**src/rtl/laser_pkg.sv**
```systemverilog
// Shared constants, FSM state encoding and window-clamp helpers for the laser scan controller.
package laser_pkg;

  localparam int unsigned NPTS_DEF = 40;
  localparam int unsigned GRID_W   = 4;
  localparam logic [GRID_W-1:0] COORD_MAX = 4'd15;

  typedef enum logic [2:0] {
    S_IDLE,
    S_ISSUE,
    S_DRAIN,
    S_CMP,
    S_FIN
  } state_t;

  // Widened add so a window near the top edge saturates at COORD_MAX instead of wrapping.
  function automatic logic [GRID_W-1:0] win_hi(input logic [GRID_W-1:0] c,
                                               input logic [GRID_W-1:0] w);
    logic [GRID_W:0] s;
    s = {1'b0, c} + {1'b0, w};
    return (s > {1'b0, COORD_MAX}) ? COORD_MAX : s[GRID_W-1:0];
  endfunction

  function automatic logic [GRID_W-1:0] win_lo(input logic [GRID_W-1:0] c,
                                               input logic [GRID_W-1:0] w);
    return (c >= w) ? c - w : '0;
  endfunction

endpackage

```
**src/rtl/laser_scan_ctrl_if.sv**
```systemverilog
// Point-request / hit-response handshake between the scan controller and the coverage evaluator.
interface laser_scan_ctrl_if;
  logic [3:0] CAND_X;
  logic [3:0] CAND_Y;
  logic [5:0] PT_IDX;
  logic       PT_VLD;
  logic       HIT_VLD;
  logic       HIT;

  modport master (output CAND_X, CAND_Y, PT_IDX, PT_VLD, input HIT_VLD, HIT);
  modport slave  (input CAND_X, CAND_Y, PT_IDX, PT_VLD, output HIT_VLD, HIT);
endinterface

```
**src/rtl/laser_win_gen.sv**
```systemverilog
// Candidate generator: latches clamped scan bounds on load and steps raster-wise on step.
module laser_win_gen
  import laser_pkg::*;
#(
  parameter int unsigned WIN = 4
) (
  input  logic       CLK,
  input  logic       RST_N,
  input  logic       load,
  input  logic       step,
  input  logic       mode,
  input  logic [3:0] win_cx,
  input  logic [3:0] win_cy,
  output logic [3:0] cand_x,
  output logic [3:0] cand_y,
  output logic [3:0] lo_x,
  output logic [3:0] lo_y,
  output logic       last
);

  logic [3:0] hi_x, hi_y;
  logic [3:0] nlo_x, nlo_y, nhi_x, nhi_y;

  always_comb begin
    nlo_x = '0;
    nlo_y = '0;
    nhi_x = COORD_MAX;
    nhi_y = COORD_MAX;
    if (mode) begin
      nlo_x = win_lo(win_cx, 4'(WIN));
      nlo_y = win_lo(win_cy, 4'(WIN));
      nhi_x = win_hi(win_cx, 4'(WIN));
      nhi_y = win_hi(win_cy, 4'(WIN));
    end
  end

  always_ff @(posedge CLK or negedge RST_N) begin
    if (!RST_N) begin
      cand_x <= '0;
      cand_y <= '0;
      lo_x   <= '0;
      lo_y   <= '0;
      hi_x   <= '0;
      hi_y   <= '0;
    end else if (load) begin
      lo_x   <= nlo_x;
      lo_y   <= nlo_y;
      hi_x   <= nhi_x;
      hi_y   <= nhi_y;
      cand_x <= nlo_x;
      cand_y <= nlo_y;
    end else if (step) begin
      if (cand_x == hi_x) begin
        cand_x <= lo_x;
        cand_y <= cand_y + 4'd1;
      end else begin
        cand_x <= cand_x + 4'd1;
      end
    end
  end

  assign last = (cand_x == hi_x) && (cand_y == hi_y);

endmodule

```
**src/rtl/laser_scan_ctrl.sv**
```systemverilog
// Scan controller: issues NPTS point queries per candidate center and keeps the best-covering one.
module laser_scan_ctrl
  import laser_pkg::*;
#(
  parameter int unsigned NPTS = NPTS_DEF,
  parameter int unsigned WIN  = 4
) (
  input  logic       CLK,
  input  logic       RST_N,
  input  logic       START,
  input  logic       MODE,
  input  logic [3:0] WIN_CX,
  input  logic [3:0] WIN_CY,
  laser_scan_ctrl_if.master evb,
  output logic [3:0] BEST_X,
  output logic [3:0] BEST_Y,
  output logic [5:0] BEST_CNT,
  output logic       BUSY,
  output logic       DONE
);

  localparam logic [5:0] NPTS6    = 6'(NPTS);
  localparam logic [5:0] LAST_IDX = 6'(NPTS - 1);

  state_t     state;
  logic [5:0] rsp_cnt, hit_cnt, rsp_nxt;
  logic       acc, load, step, last, first;
  logic [3:0] cand_x, cand_y, lo_x, lo_y;

  laser_win_gen #(.WIN(WIN)) u_win (
    .CLK    (CLK),
    .RST_N  (RST_N),
    .load   (load),
    .step   (step),
    .mode   (MODE),
    .win_cx (WIN_CX),
    .win_cy (WIN_CY),
    .cand_x (cand_x),
    .cand_y (cand_y),
    .lo_x   (lo_x),
    .lo_y   (lo_y),
    .last   (last)
  );

  assign evb.CAND_X = cand_x;
  assign evb.CAND_Y = cand_y;
  assign load  = (state == S_IDLE) && START;
  assign step  = (state == S_CMP) && !last;
  assign first = (cand_x == lo_x) && (cand_y == lo_y);

  // Responses are only accepted while a candidate is in flight, and never beyond NPTS.
  always_comb begin
    acc     = evb.HIT_VLD && (rsp_cnt != NPTS6) && ((state == S_ISSUE) || (state == S_DRAIN));
    rsp_nxt = rsp_cnt + 6'(acc);
  end

  always_ff @(posedge CLK or negedge RST_N) begin
    if (!RST_N) begin
      state      <= S_IDLE;
      rsp_cnt    <= '0;
      hit_cnt    <= '0;
      evb.PT_IDX <= '0;
      evb.PT_VLD <= 1'b0;
      BEST_X     <= '0;
      BEST_Y     <= '0;
      BEST_CNT   <= '0;
      BUSY       <= 1'b0;
      DONE       <= 1'b0;
    end else begin
      DONE <= 1'b0;
      if (acc) begin
        rsp_cnt <= rsp_nxt;
        hit_cnt <= hit_cnt + 6'(evb.HIT);
      end
      case (state)
        S_IDLE: begin
          if (START) begin
            state      <= S_ISSUE;
            BUSY       <= 1'b1;
            BEST_CNT   <= '0;
            rsp_cnt    <= '0;
            hit_cnt    <= '0;
            evb.PT_VLD <= 1'b1;
            evb.PT_IDX <= '0;
          end
        end
        S_ISSUE: begin
          if (evb.PT_IDX == LAST_IDX) begin
            evb.PT_VLD <= 1'b0;
            state      <= S_DRAIN;
          end else begin
            evb.PT_IDX <= evb.PT_IDX + 6'd1;
          end
        end
        S_DRAIN: begin
          if (rsp_nxt == NPTS6) state <= S_CMP;
        end
        S_CMP: begin
          if (first || (hit_cnt >= BEST_CNT)) begin
            BEST_X   <= cand_x;
            BEST_Y   <= cand_y;
            BEST_CNT <= hit_cnt;
          end
          rsp_cnt <= '0;
          hit_cnt <= '0;
          if (last) begin
            state <= S_FIN;
            DONE  <= 1'b1;
          end else begin
            state      <= S_ISSUE;
            evb.PT_VLD <= 1'b1;
            evb.PT_IDX <= '0;
          end
        end
        S_FIN: begin
          state <= S_IDLE;
          BUSY  <= 1'b0;
        end
        default: state <= S_IDLE;
      endcase
    end
  end

endmodule

```
**src/flat_wrapper.sv**
```systemverilog
// flat-port wrapper written by rule: the top's interface ports become plain ports
module laser_scan_ctrl_flat import laser_pkg::*;
#(
  parameter int unsigned NPTS = NPTS_DEF,
  parameter int unsigned WIN  = 4
)
  (CLK, RST_N, START, MODE, WIN_CX, WIN_CY, BEST_X, BEST_Y, BEST_CNT, BUSY, DONE, evb_CAND_X, evb_CAND_Y, evb_PT_IDX, evb_PT_VLD, evb_HIT_VLD, evb_HIT);
  laser_scan_ctrl_if evb_i ();
  input  logic CLK;
  input  logic RST_N;
  input  logic START;
  input  logic MODE;
  input  logic [3:0] WIN_CX;
  input  logic [3:0] WIN_CY;
  output logic [3:0] BEST_X;
  output logic [3:0] BEST_Y;
  output logic [5:0] BEST_CNT;
  output logic BUSY;
  output logic DONE;
  output wire logic [$bits(evb_i.CAND_X)-1:0] evb_CAND_X;
  output wire logic [$bits(evb_i.CAND_Y)-1:0] evb_CAND_Y;
  output wire logic [$bits(evb_i.PT_IDX)-1:0] evb_PT_IDX;
  output wire logic [$bits(evb_i.PT_VLD)-1:0] evb_PT_VLD;
  input wire logic [$bits(evb_i.HIT_VLD)-1:0] evb_HIT_VLD;
  input wire logic [$bits(evb_i.HIT)-1:0] evb_HIT;
  assign evb_CAND_X = evb_i.CAND_X;
  assign evb_CAND_Y = evb_i.CAND_Y;
  assign evb_PT_IDX = evb_i.PT_IDX;
  assign evb_PT_VLD = evb_i.PT_VLD;
  assign evb_i.HIT_VLD = evb_HIT_VLD;
  assign evb_i.HIT = evb_HIT;
  laser_scan_ctrl #(.NPTS(NPTS), .WIN(WIN)) u_core (.CLK(CLK), .RST_N(RST_N), .START(START), .MODE(MODE), .WIN_CX(WIN_CX), .WIN_CY(WIN_CY), .evb(evb_i), .BEST_X(BEST_X), .BEST_Y(BEST_Y), .BEST_CNT(BEST_CNT), .BUSY(BUSY), .DONE(DONE));
endmodule
```
**config.mk**
```make
export PLATFORM = sky130hd
export DESIGN_NAME = laser_scan_ctrl_flat
export DESIGN_NICKNAME = d
export VERILOG_FILES = /design/src/rtl/laser_pkg.sv /design/src/rtl/laser_scan_ctrl_if.sv /design/src/rtl/laser_win_gen.sv /design/src/rtl/laser_scan_ctrl.sv /design/src/flat_wrapper.sv
export SDC_FILE = /design/constraint.sdc
export NUM_CORES = 1
export LEC_CHECK = 0
export BUFFER_PORTS_ARGS = -buffer_cell sky130_fd_sc_hd__buf_2
export CAP_MARGIN = 30
export CORE_ASPECT_RATIO = 1.75
export CORE_MARGIN = 2
export CORE_UTILIZATION = 37
export DETAILED_ROUTE_END_ITERATION = 10
export SLEW_MARGIN = 30
export SYNTH_ARGS = -nofsm -noshare
export SYNTH_HDL_FRONTEND = slang
export SYNTH_HIERARCHICAL = 1
export SYNTH_SLANG_ARGS = --single-unit
export TNS_END_PERCENT = 1
```
**constraint.sdc**
```tcl
create_clock -name CLK -period 2.3 [get_ports CLK]
set_input_delay 0.115 -clock CLK [delete_from_list [all_inputs] [get_ports CLK]]
set_output_delay 0.115 -clock CLK [all_outputs]
set_load 0.01 [all_outputs]
```
* Word-level counts from Yosys, hierarchy flattened
Index checks and enable logic that the tools add are counted.
** Storage, ports and cells
- Register bits :: 62
- Input bits :: 14
- Output and inout bits :: 31
- Logic and storage cells :: 107
** Operators by class
- Add/sub/neg operators :: 9
- $lt $le $gt $ge :: 5
- Eq/ne operators :: 17
- Multiplexer cells :: 38
- Reduce and logical (&&, ||, !) cells :: 22
** Operators with widths (count)
- $mux 4 :: 14
- $mux 6 :: 8
- $pmux 6 s2 :: 3
- $pmux 6 s3 :: 1
- $eq 4x4->1 :: 4
- $add 6x1->6 :: 2
- $eq 6x6->1 const B :: 2
- $mux 3 :: 4
- $ne 2x2->1 const B :: 6
- $pmux 3 s4 :: 1
- $add 4x3->5 const B :: 2
- $gt 5x4->1 const B :: 2
- $add 4x1->4 const B :: 2
- $ge 4x3->1 const B :: 2
- $reduce_and 4->1 :: 2
- $reduce_bool 2->1 :: 4
- $sub 4x3->4 const B :: 2
- $add 6x1->6 const B :: 1
- $eq 3x2->1 const B :: 2
- $ge 6x6->1 :: 1
- $logic_and 1x1->1 :: 6
- $ne 6x6->1 const B :: 1
- $reduce_and 2->1 :: 3
- $reduce_and 3->1 :: 2
- 9 further kinds :: 14

* Logic depth before layout (Yosys ltp)
Gate-level depths: netlist of run 1.
- Depth in word-level cells :: 7
- Mapped depth :: 10
- Gate-level depth less buffers :: 8

* Hierarchy
Netlist of run 1, hierarchy kept.
** By module, submodules not included
- laser_scan_ctrl :: instances 1, cells an instance 190, area an instance 2092.0 um^2, sequential area each 950.9 um^2
- laser_win_gen :: instances 1, cells an instance 145, area an instance 1371.3 um^2, sequential area each 600.6 um^2

* Worst setup path before layout of run 1
OpenSTA, ideal clock, no wires.
- Path kind :: flip-flop to flip-flop
- Start :: register u_core.rsp_cnt[2]
- End :: register u_core.state[0]
- Setup time :: 99 ps
- Data arrival time :: 2171 ps
- Data required time :: 2201 ps
- Path slack :: 30 ps
- Stages on the path, launching flop included :: 9
- Path buffers :: 1
- Period minus slack after synthesis :: 2270 ps
- Path through :: dfrtp_1 > nor3b_1 > a2111oi_4 > buf_6 > ha_1 > ha_1 > nor4b_1 > o21ai_0 > a311oi_1
** Between the ends
- Word-level cells in the longest chain between the ends :: 7
** RTL lines
- start: declaration :: line laser_scan_ctrl.sv:26 : logic [5:0] rsp_cnt, hit_cnt, rsp_nxt;
- start signal: assignment :: line laser_scan_ctrl.sv:72 : rsp_cnt <= rsp_nxt;
- $ne 6x6->1 :: line laser_scan_ctrl.sv:53 : acc = evb.HIT_VLD && (rsp_cnt != NPTS6) && ((state == S_ISSUE) || (state == S_DRAIN));
- $logic_and 1x1->1 (2 in a row) :: line laser_scan_ctrl.sv:53
- $add 6x1->6 (*) :: line laser_scan_ctrl.sv:54 : rsp_nxt = rsp_cnt + 6'(acc);
- $eq 6x6->1 (*) :: line laser_scan_ctrl.sv:96 : if (rsp_nxt == NPTS6) state <= S_CMP;
- $ne 2x2->1 (no line) (*)
- $reduce_and 3->1 (no line) (*)
- end signal: assignment :: line laser_scan_ctrl.sv:59 : state <= S_IDLE;
- end signal: assignment :: line laser_scan_ctrl.sv:96
- end signal: assignment :: line laser_scan_ctrl.sv:107 : state <= S_FIN;
- end: declaration :: line laser_scan_ctrl.sv:25 : state_t state;
Every way passes the cells marked *; elsewhere a longest branch is shown, timed or not.
A chain may end at the register's enable or synchronous reset.

* Final worst setup path of run 1
- Start :: register u_core.hit_cnt[0]
- End :: register u_core.BEST_Y[3]
** Between the ends
- Word-level cells in the longest chain between the ends :: 3
** RTL lines
- start: declaration :: line laser_scan_ctrl.sv:26
- start signal: assignment :: line laser_scan_ctrl.sv:73 : hit_cnt <= hit_cnt + 6'(evb.HIT);
- $ge 6x6->1 :: line laser_scan_ctrl.sv:99 : if (first || (hit_cnt >= BEST_CNT)) begin
- $logic_or 1x1->1 :: line laser_scan_ctrl.sv:99
- $reduce_and 2->1 (no line)
- end signal: assignment :: line laser_scan_ctrl.sv:101 : BEST_Y <= cand_y;
- end: declaration :: line laser_scan_ctrl.sv:16 : output logic [3:0] BEST_Y,
No other way between the ends.

==> impl_metrics.json, run 1 <==
{
  "outcome": "finished, final reports clean",
  "cts_sinks": 62,
  "yosys_warnings": 6,
  "hold_path.class": "in -> reg",
  "path_max_fanout": 9,
  "timing_worst_setup_path_type": "reg -> reg",
  "dp_slack_ns": 0.0468,
  "endpoint_kind": "flop",
  "chipHeight_um": 132,
  "drv_slew": 0,
  "die_w_um": 77.1,
  "synth_nets": 370,
  "yosys.area.top_type": "dfrtp_1",
  "numPortBuffers": 44,
  "clk_path_buf_depth": 2,
  "initial_core_util_pct": 38.1,
  "grt_start_max_net_pins": 63,
  "synth_cell_type_count": 54,
  "period_needed_ns": 2.20,
  "ys_ff_latch": 62,
  "worst_slew_pin_slew_ns": 0.572,
  "clk_pin_slew_ns": 0.05,
  "fp.coreArea_um2": 9090,
  "rsz0062_at_grt": "true",
  "timing.fmax_mhz": 455,
  "leakage_nw": 2.03,
  "maxSlewHeadroom_pct": 61.8,
  "final_antenna_net_count": 0,
  "place_congestion": 0.800,
  "synth_area_um2": 3460,
  "wire_per_inst_um": 14.5,
  "hp-start": "WIN_CY[0]",
  "clk_latency_ns": 0.33,
  "cts_tree": "done",
  "syn2layout_area_growth_pct": 24.0,
  "nets": 439,
  "yosys-top-cells-area": "dfrtp_1 45%, ha_1 7.6%, xor2_1 3.8%, nor2_1 3.7%, mux2_2 3.3%",
  "final_common_cell": "dfrtp_1",
  "ys.flop_type": "dfrtp_1",
  "worstSetupStartpoint": "u_core/hit_cnt[0]",
  "firstDrtPassIters": 4,
  "timing.hold.ws_ns": 0.0455,
  "antenna_cells": 0,
  "crit_path_start_kind": "flop",
  "vdd_drop_max_uv": 544,
  "die-area_um2": 10200,
  "placed_cell_area_um2": 3970,
  "drt-initial-drc-count": 154,
  "ys_seq_area_share_pct": 44.8,
  "cts_setup_buffers": 0,
  "netlist_instances": 335,
  "vias": 2638,
  "grt_remaining_overflow": 0,
  "drt-total-wl_um": 7690,
  "hold_violations": 0,
  "stdcell_count": 529,
  "grt_util_all_layers_pct": 16.2,
  "top_level_ports": 45,
  "grt_pass1_vias": 2754,
  "syn_avg_cell_area_um2": 10.3,
  "vias_per_cell": 4.99,
  "antenna_found_initial": 0,
  "finalSetupTns_ns": 0,
  "setup_viol": 0,
  "drive_gt1_share_pct": 27.6,
  "grt_pass1_wl_um": 13000,
  "layout.cell_area.non_filler_um2": 4290,
  "drc": 0,
  "yosys.area.top_type_share_pct": 44.8,
  "htree_levels": 3,
  "fin_ws_ns": 0.104,
  "skew_ns": 0.00542,
  "synth_edf_count": 0,
  "finalCritPeriodShare_pct": 95.5,
  "cp_data_required_time_ns": 2.51,
  "numCtsBuffers": 9,
  "synthArstFlopShare_pct": 100,
  "maxCapViolations": 0,
  "power.density_nw_per_um2": 1200,
  "place_inst": 512,
  "place_hpwl_um": 5790,
  "final_cell_mix": "62 x dfrtp_1, 44 x buf_2, 33 x nor2_1",
  "reg2reg_from": "u_core/hit_cnt[0]",
  "rows": 46,
  "arrival_ns": 2.41,
  "root_buffer": "clkbuf_16"
}
## registers in the layout, summed over array words and instances (netlist names)
signal / cells
u_core/BEST_X: 4
u_core/u_win/hi_y: 4
u_core/DONE: 1
u_core/rsp_cnt: 6
u_core/u_win/cand_y: 4
u_core/evb.PT_IDX: 6
u_core/u_win/cand_x: 4
u_core/evb.PT_VLD: 1
u_core/state: 3
u_core/hit_cnt: 6
u_core/BEST_Y: 4
u_core/u_win/lo_y: 4
u_core/u_win/hi_x: 4
u_core/BEST_CNT: 6
u_core/BUSY: 1
u_core/u_win/lo_x: 4
## kinds of logic after synthesis
logic type / count (synthesis) / share of synthesized area (%)
flip-flops: 62 / 44.8
adder cells (fa/ha/maj): 21 / 7.59
AO/OA/AOI/OAI: 57 / 13.2
AND/OR/NAND/NOR: 115 / 17.3
XOR/XNOR: 27 / 6.83
multiplexers: 19 / 5.89
buffers and inverters: 34 / 4.37
## report_power, final
group | switching [W] | leakage [nW] | internal (W) | total, W
logic | 0.00104 | 1.11 | 0.000913 | 0.00196
registers | 0.000316 | 0.761 | 0.00149 | 0.00181
clock network | 0.000474 | 0.152 | 0.000891 | 0.00137
## per-layer routing
metal	vias to the layer above	global-route usage, %	routed length, um
li1	1296	-	-
met4	0	6.45	118
met2	44	30.0	4330
met3	8	3.63	230
met1	1290	17.5	3010
met5	-	0	0
## timing repair
item | CTS | global route
hold buffers | 1 | 0
resized for setup | 0 | 4
endpoints found under the hold margin | 62 | 0
setup endpoints to repair | 0 | 8
## worst max-delay path, cell delays in order (launching register included)
cell	delay [ns]
dfrtp_1	0.38
inv_1	0.11
ha_1	0.24
nand2b_4	0.15
a2111oi_4	0.35
nor3_2	0.13
o21ai_4	0.34
mux2_2	0.38
## through the flow
step	utilization, %	power [W]
final	47.2	0.00513
after global routing	47.2	0.00550
after CTS	47.1	0.00521
after detailed placement	43.6	0.00379
after global placement	43.6	0.00375
after floorplan	-	0.00311
## final timing paths
path,to,slack [ns],cells after the start
worst max-delay path,u_core/BEST_Y[3],0.10,7
worst min-delay path,u_core/u_win/lo_y[0],0.05,3
worst max register to register,u_core/BEST_Y[3],0.10,7
worst min register to register,u_core/BEST_X[0],0.50,1
max in group asynchronous,u_core/u_win/cand_y[2],1.69,3
min in group asynchronous,u_core/BEST_X[0],0.33,3
## synthesized netlist by cell type (6+ instances only)
library cell	number
xnor2_1	12
nor2b_1	6
dfrtp_1	62
xor2_1	15
nor2_1	34
mux2i_1	8
o21ai_0	12
nand3_1	6
nand4_1	8
mux2_2	10
inv_1	22
a21oi_1	15
nand2_1	29
ha_1	21
nor3b_1	6
## final cells by class
class,instances,area (um2)
Clock inverter,4,45.0
Timing Repair Buffer,70,430
Multi-Input combinational cell,239,1780
Fill cell,929,4800
Clock buffer,12,256
Inverter,22,82.6
Sequential cell,62,1550
Tap cell,120,150
Power figures use the tool's default switching activity.
==> run 2: changes to the inputs <==
SETUP_SLACK_MARGIN = 0.4   (was not set)
==> impl_metrics.json, run 2 (synthesized netlist as in run 1, its figures left out) <==
{
  "outcome": "finished, final reports clean",
  "antenna_cells": 0,
  "wire_per_inst_um": 15.1,
  "grt_remaining_overflow": 0,
  "clk_path_buf_depth": 2,
  "rsz0062_at_grt": "true",
  "vias": 2681,
  "fin_util_pct": 48.4,
  "finalCritPeriodShare_pct": 89.4,
  "die_w_um": 77.1,
  "grt_pass1_wl_um": 13200,
  "finalSetupTns_ns": 0,
  "hold_violations": 0,
  "period_needed_ns": 2.06,
  "arrival_ns": 2.27,
  "place_congestion": 0.820,
  "place_hpwl_um": 6040,
  "leakage_nw": 2.04,
  "top_level_ports": 45,
  "drc": 0,
  "p_sw_share_pct": 35.2,
  "fp.coreArea_um2": 9090,
  "setup_viol": 0,
  "worst_slew_pin_slew_ns": 0.482,
  "htree_levels": 3,
  "power.density_nw_per_um2": 1240,
  "cts_tree": "done",
  "skew_ns": 0.00467,
  "final_cell_mix": "60 x dfrtp_1, 44 x buf_2, 33 x nor2_1",
  "clk_pin_slew_ns": 0.05,
  "die-area_um2": 10200,
  "intPower_w": 0.00353,
  "grt_util_all_layers_pct": 16.7,
  "final_antenna_net_count": 0,
  "grt_start_max_net_pins": 45,
  "clk_latency_ns": 0.33,
  "vias_per_cell": 5.06,
  "clkPwrFrac_pct": 27.4,
  "layout.cell_area.non_filler_um2": 4400,
  "crit_path_start_kind": "flop",
  "rows": 46,
  "numCtsBuffers": 9,
  "maxSlewHeadroom_pct": 67.9,
  "numPortBuffers": 44,
  "antenna_found_initial": 0,
  "endpoint_kind": "flop",
  "drt-initial-drc-count": 151,
  "timing.fmax_mhz": 486,
  "comb_power_share_pct": 38.2,
  "placed_cell_area_um2": 3980,
  "path_max_fanout": 4,
  "place_inst": 508,
  "grt_pass1_vias": 2680,
  "cts_sinks": 62,
  "drv_slew": 0,
  "drt-total-wl_um": 8020,
  "vdd_drop_max_uv": 744,
  "root_buffer": "clkbuf_16",
  "cp_data_required_time_ns": 2.51,
  "syn2layout_area_growth_pct": 27.1,
  "fillerInstances": 920,
  "final_common_cell": "dfrtp_1",
  "maxCapViolations": 0,
  "nets": 440,
  "hold_path.class": "in -> reg",
  "timing_worst_setup_path_type": "reg -> reg",
  "drive_gt1_share_pct": 29.8,
  "firstDrtPassIters": 4,
  "pwr-share-seq_pct": 34.3,
  "stdcell_count": 530,
  "power_switching_w": 0.00192,
  "chipHeight_um": 132,
  "initial_core_util_pct": 38.1
}
-- run 2: cell count changes in the layout (fill, tap and decap cells not counted), moves of 2 or more --
cell / delta
dfrtp_2: +2
ha_4: +3
o21ai_2: +2
clkinv_2: -2
ha_1: -2
dfrtp_1: -2
-- run 2: timing repair --
action,CTS,global route
setup buffers,3,1
hold buffers,1,0
hold endpoints to repair,18,0
resized for setup,4,5
pin swaps,7,3
cloned,1,0
setup endpoints to repair,26,37
-- run 2: metal layers --
layer	vias up	part of all wire, %	global-route usage, %	routed length [um]
met5	-	0	0	0
met4	0	2.8	8.23	225
met3	13	2.7	3.90	217
met2	46	56	30.4	4490
met1	1313	39	17.6	3090
li1	1309	-	-	-
-- run 2: per-stage QoR --
stage | hold WS, ns | total power [W] | setup WS, ns
final | 0.0527 | 0.00545 | 0.243
after global routing | 0.0696 | 0.00582 | 0.151
after CTS | 0.0351 | 0.00548 | 0.266
after detailed placement | 0.0929 | 0.00385 | 0.135
after global placement | 0.0932 | 0.00380 | 0.172
after floorplan | -0.181 | 0.00317 | 0.231
-- run 2: area by class of cell --
| class | instances | area, um2 | area share [%] |
|---|---|---|---|
| Clock inverter | 3 | 65.1 | 1.48 |
| Multi-Input combinational cell | 240 | 1850 | 41.9 |
| Timing Repair Buffer | 70 | 434 | 9.86 |
| Clock buffer | 13 | 270 | 6.14 |
| Tap cell | 120 | 150 | 3.41 |
| Inverter | 22 | 82.6 | 1.88 |
| Sequential cell | 62 | 1550 | 35.3 |
-- run 2: power groups by stage --
stage	Combinational (W)	Sequential, W	Clock, W
2_1_floorplan	0.00125	0.00192	0
3_3_place_gp	0.00192	0.00187	0
3_5_place_dp	0.00196	0.00189	0
4_1_cts	0.00208	0.00187	0.00153
5_1_grt	0.00232	0.00194	0.00156
6_report	0.00208	0.00187	0.00149
-- run 2: worst paths after layout --
path                                        start                    to  slack (ns)  cells after the start
worst min-delay path                    WIN_CX[1]  u_core/u_win/lo_x[1]        0.05                      3
worst min register to register   u_core/BEST_X[2]      u_core/BEST_X[2]        0.50                      1
max in group asynchronous                   RST_N  u_core/u_win/lo_y[1]        1.42                      3
min in group asynchronous                   RST_N  u_core/u_win/lo_x[1]        0.28                      2
worst max register to register  u_core/hit_cnt[0]      u_core/BEST_X[0]        0.24                      8
worst max-delay path            u_core/hit_cnt[0]      u_core/BEST_X[0]        0.24                      8
-- run 2: worst max-delay path, cell delays in order (launching register included) --
cell and delay, ns:
dfrtp_1 0.40, inv_2 0.09, ha_4 0.19, nand2b_4 0.14
a2111oi_4 0.38, nor3_4 0.12, o21ai_2 0.17, buf_6 0.13
mux2_2 0.32
